`src/rtl/ram_arbiter.sv`:
```
// Shares one RAM port between two instruction fetch ports and one data port.
// Data wins arbitration until instruction requests have waited STARVE_LIM grants.
//
// state | meaning
// IDLE  | no grant open; arbitrate requests seen this cycle
// DGNT  | data port owns the RAM
// IGNT0 | core 0 instruction fetch owns the RAM
// IGNT1 | core 1 instruction fetch owns the RAM
module ram_arbiter #(
    parameter int unsigned STARVE_LIM = 4,
    parameter int unsigned TIMEOUT    = 255
) (
    input  logic        CLK,
    input  logic        nRST,
    input  logic [1:0]  iREN,
    input  logic [31:0] iaddr0,
    input  logic [31:0] iaddr1,
    output logic [1:0]  iwait,
    output logic [31:0] iload,
    input  logic        dREN,
    input  logic        dWEN,
    input  logic [31:0] daddr,
    input  logic [31:0] dstore,
    output logic        dwait,
    output logic [31:0] dload,
    output logic        ramREN,
    output logic        ramWEN,
    output logic [31:0] ramaddr,
    output logic [31:0] ramstore,
    input  logic [31:0] ramload,
    input  logic [1:0]  ramstate,
    output logic        err
);
    localparam int unsigned SW = (STARVE_LIM < 1) ? 1 : $clog2(STARVE_LIM + 1);
    localparam int unsigned TW = (TIMEOUT < 1) ? 1 : $clog2(TIMEOUT + 1);
    localparam logic [SW-1:0] STARVE_MAX = SW'(STARVE_LIM);
    localparam logic [TW-1:0] GCNT_MAX   = TW'(TIMEOUT);
    localparam logic [1:0] RS_ACCESS = 2'd2;
    localparam logic [1:0] RS_ERROR  = 2'd3;

    typedef enum logic [1:0] {IDLE, DGNT, IGNT0, IGNT1} state_t;

    state_t        state_q, state_d;
    logic [SW-1:0] starve_q, starve_d;
    logic          last_i_q, last_i_d;
    logic [TW-1:0] gcnt_q, gcnt_d;
    logic          err_q, err_d;

    logic d_req, i_any, starve_hit, i_pick, gcore, done, abort;

    always_ff @(posedge CLK or negedge nRST) begin
        if (!nRST) begin
            state_q  <= IDLE;
            starve_q <= '0;
            last_i_q <= 1'b1;
            gcnt_q   <= '0;
            err_q    <= 1'b0;
        end else begin
            state_q  <= state_d;
            starve_q <= starve_d;
            last_i_q <= last_i_d;
            gcnt_q   <= gcnt_d;
            err_q    <= err_d;
        end
    end

    always_comb begin
        d_req      = dREN | dWEN;
        i_any      = |iREN;
        starve_hit = (starve_q == STARVE_MAX);
        // Single requester wins outright; two requesters alternate away from last_i.
        i_pick     = (iREN == 2'b11) ? ~last_i_q : iREN[1];
        gcore      = (state_q == IGNT1);
        done       = (ramstate == RS_ACCESS);
        abort      = (ramstate == RS_ERROR) || (gcnt_q == GCNT_MAX);

        state_d  = state_q;
        starve_d = starve_q;
        last_i_d = last_i_q;
        gcnt_d   = gcnt_q;
        err_d    = err_q;

        iwait    = 2'b11;
        iload    = '0;
        dwait    = 1'b1;
        dload    = '0;
        ramREN   = 1'b0;
        ramWEN   = 1'b0;
        ramaddr  = '0;
        ramstore = '0;

        case (state_q)
            IDLE: begin
                if (d_req && !(starve_hit && i_any)) begin
                    state_d = DGNT;
                    gcnt_d  = '0;
                    if (i_any && !starve_hit) starve_d = starve_q + 1'b1;
                end else if (i_any) begin
                    state_d  = i_pick ? IGNT1 : IGNT0;
                    gcnt_d   = '0;
                    starve_d = '0;
                end
            end
            DGNT: begin
                ramREN   = dREN;
                ramWEN   = dWEN;
                ramaddr  = daddr;
                ramstore = dstore;
                if (!d_req) begin
                    state_d = IDLE;
                end else if (done) begin
                    dwait   = 1'b0;
                    dload   = dWEN ? '0 : ramload;
                    state_d = IDLE;
                end else if (abort) begin
                    dwait   = 1'b0;
                    err_d   = 1'b1;
                    state_d = IDLE;
                end else begin
                    gcnt_d = gcnt_q + 1'b1;
                end
            end
            IGNT0, IGNT1: begin
                ramREN  = 1'b1;
                ramaddr = gcore ? iaddr1 : iaddr0;
                if (!iREN[gcore]) begin
                    state_d = IDLE;
                end else if (done) begin
                    iwait[gcore] = 1'b0;
                    iload        = ramload;
                    last_i_d     = gcore;
                    state_d      = IDLE;
                end else if (abort) begin
                    iwait[gcore] = 1'b0;
                    err_d        = 1'b1;
                    state_d      = IDLE;
                end else begin
                    gcnt_d = gcnt_q + 1'b1;
                end
            end
            default: state_d = IDLE;
        endcase
    end

    assign err = err_q;

endmodule
```
`config.mk`:
```
export PLATFORM = sky130hd
export DESIGN_NAME = ram_arbiter
export DESIGN_NICKNAME = d
export VERILOG_FILES = /design/src/rtl/ram_arbiter.sv
export SDC_FILE = /design/constraint.sdc
export NUM_CORES = 1
export LEC_CHECK = 0
export ABC_AREA = 1
export CAP_MARGIN = 5
export CORE_AREA = 2 2 119 121
export DETAILED_ROUTE_END_ITERATION = 12
export DIE_AREA = 0 0 121 123
export HOLD_SLACK_MARGIN = 0.06
export PLACE_DENSITY_LB_ADDON = 0.15
export RECOVER_POWER = 25
export SYNTH_ARGS = -nofsm -noshare
export SYNTH_HDL_FRONTEND = slang
export SYNTH_SLANG_ARGS = --single-unit
```
`constraint.sdc`:
```
create_clock -name CLK -period 1.69 [get_ports CLK]
set_input_delay 0.2535 -clock CLK [delete_from_list [all_inputs] [get_ports CLK]]
set_output_delay 0.2535 -clock CLK [all_outputs]
set_load 0.005 [all_outputs]
```
==> reports/qor.yml <==
timing:
  period_share: 1.12
  fin_crit_ns: 1.90
  finalHoldViolations: 0
  clock_skew_ns: 0.00321
  worst_slack_ns: -0.206
  maxSlewViolCount: 0
  hold_ws_ns: 0.500
  max_freq_mhz: 527
  relSlewSlack: 0.389
  setup_viol: 118
  worst_pin_slew_ns: 0.916
  rsz0062_at_grt: "yes"
placed_design:
  place.gp.congestion: 0.891
  place_worst_setup_slack_ns: -0.490
  hpwl_um: 11800
  dp_cells: 969
  place_area_mm2: 0.00582
  io_buffers: 301
logic_synthesis:
  syn_area_per_cell_um2: 4.92
  syn_inst: 465
  ys.flop_type: "dfrtp_1"
  synth_seq_cells: 15
  yosysWarnings: 0
  synth-seq-area-share: 0.165
  synth_edf_count: 0
  syn-cell-area_mm2: 0.00229
  ys_types: 27
  async_flop_share: 1.00
  synth_nets: 636
worst_setup_path:
  crit_path_max_fanout: 8
  cp_common_cell: "nor2_4"
  worstPathCellList: "nor2_4 -> inv_4 -> nor2_4 -> nand3_4 -> buf_6 -> buf_16 -> nor2_1 -> buf_2"
  critPathKind: "flop to output port"
  crit_required_ns: 1.44
  critPathLaunch: "state_q[1]"
  end_kind: "output port"
  crit_path_top_delay_cell: "dfrtp_2"
  crit_buf_inv: 4
  critPathTopFamily: "buffers and inverters"
  slowest_delay_ns: 0.43
  regToRegStartpoint: "state_q[1]"
  cp.arrival_ns: 1.64
  startpoint_type: "flop"
routing:
  drc_errors: 0
  wl_per_cell_um: 15.6
  drt_iter0_markers: 204
  via_count: 4270
  drtAntennaViolNets: 0
  via_per_inst: 4.24
  dr.pass1.iters: 4
  totalWireLength_um: 15700
global_route:
  grtUsageTotal: 0.184
  grt_pass1_vias: 4005
  antenna_found_initial: 0
  grt_pass1_wl_um: 21800
  grt-ovfl-total: 0
  grt_max_degree: 35
layout:
  area_delta_synth_final_pct: 184
  final_nets: 999
  antenna_cells: 0
  drive_gt1_frac: 0.364
  fill_cells: 1404
  fin_cells: 1007
  final_area_mm2: 0.00650
  final_cell_mix: "167 x clkdlybuf4s50_1, 88 x buf_2, 81 x nand2_1"
  layout_commonest_cell: "clkdlybuf4s50_1"
run_status:
  violations: "negative setup slack"
  status: "complete, but fails checks"
power:
  power_density_mw_per_mm2: 949
  p_leak_nw: 3.26
  total_power_mw: 6.17
  ir_drop_mv: 0.528
clock_network:
  hold_buffers: 0
  clkLatencyLatePin_ns: 0.25
  path_clk_slew_ns: 0.05
  clock-sinks: 15
  cts_max_path_buffers: 2
  h-tree-depth: 1
  cts_tree: "yes"
  root_buffer: "clkbuf_16"
  cts_inserted_buffers: 3
die:
  dieArea_mm2: 0.0149
  die_h_um: 123
  rows: 43
  start_util: 0.168
  fp.dieW_um: 121
  ios: 302
  coreArea_mm2: 0.0136
min_path:
  min_path_type: "flop to flop"
  min-delay-start: "last_i_q"
flow_run:
  cap_viol_max_count: 0
cells by family after synthesis:
group / after synthesis / synth area share
fa+ha+maj: 3 / 0.0164
simple gates: 265 / 0.468
compound gates: 75 / 0.167
flops: 15 / 0.165
buf+inv: 107 / 0.184
where the power goes:
group	internal [mW]	switching, mW
sequential	0.466	0.0643
clock	0.320	0.153
combinational	2.64	2.53
Yosys cell counts (2+ instances only):
cell type | instances | area, um2
a21oi_1 | 2 | 10.0
buf_2 | 6 | 30.0
buf_4 | 3 | 22.5
clkbuf_1 | 14 | 52.6
dfrtp_1 | 14 | 350
ha_1 | 3 | 37.5
inv_1 | 79 | 297
inv_2 | 4 | 15.0
nand2_1 | 90 | 338
nand2_2 | 3 | 18.8
nand3_1 | 11 | 55.1
nand3_2 | 3 | 30.0
nand4_1 | 3 | 18.8
nor2_1 | 148 | 556
nor2_4 | 2 | 22.5
o21ai_0 | 47 | 235
o21ai_1 | 23 | 115
worst register-to-register path, cell delays in order, from the launching register on:
cell and delay [ns]:
dfrtp_2 0.43, buf_6 0.13, buf_8 0.13, buf_4 0.14, nand2_1 0.05, nand2_1 0.05
nand3_2 0.08, nand3_2 0.09, inv_2 0.14, nand2_4 0.10, nand2_1 0.07, nand2_1 0.05
what timing repair did:
item | 4_1_cts | 5_1_grt
cloned | 5 | 5
pin swaps | 23 | 21
hold endpoints to repair | 0 | 0
buffers inserted | 25 | 11
resized for setup | 494 | 173
endpoints found under the setup margin | 142 | 143
final timing paths:
| kind | to | slack, ns | depth (start not counted) |
|---|---|---|---|
| setup / recovery | dload[23] | -0.21 | 8 |
| hold / removal | last_i_q | 0.50 | 2 |
| setup reg to reg | gcnt_q[6] | 0.12 | 11 |
| hold reg to reg | last_i_q | 0.50 | 2 |
| max in group asynchronous | state_q[1] | 0.41 | 2 |
| min in group asynchronous | starve_q[1] | 0.65 | 2 |
per-layer routing:
layer,global-route usage,share of wire,vias to the layer above,wire (um)
met4,0.0320,0.020,0,314
met3,0.0346,0.069,26,1080
met2,0.347,0.53,180,8290
met5,0,0,-,0
met1,0.217,0.38,1936,6040
li1,-,-,2128,-
per-stage QoR:
step,utilization,TNS (ns)
detailed placement,0.428,-37.85
CTS,0.450,-11.69
floorplan,-,0
global placement,0.428,-35.71
global route,0.478,-20.60
finish,0.478,-10.28
flip-flops by register name, indices dropped and copies added, names as in the netlist:
name	flops
err	1
gcnt_q	8
last_i_q	1
starve_q	3
state_q	2
final cells by class:
class | instances | area [um2] | area share
Multi-Input combinational cell | 343 | 2040 | 0.314
Sequential cell | 15 | 378 | 0.0581
Inverter | 83 | 314 | 0.0483
Timing Repair Buffer | 382 | 3470 | 0.533
Clock buffer | 4 | 78.8 | 0.0121
Tap cell | 180 | 225 | 0.0346
Power figures use the tool's default switching activity.
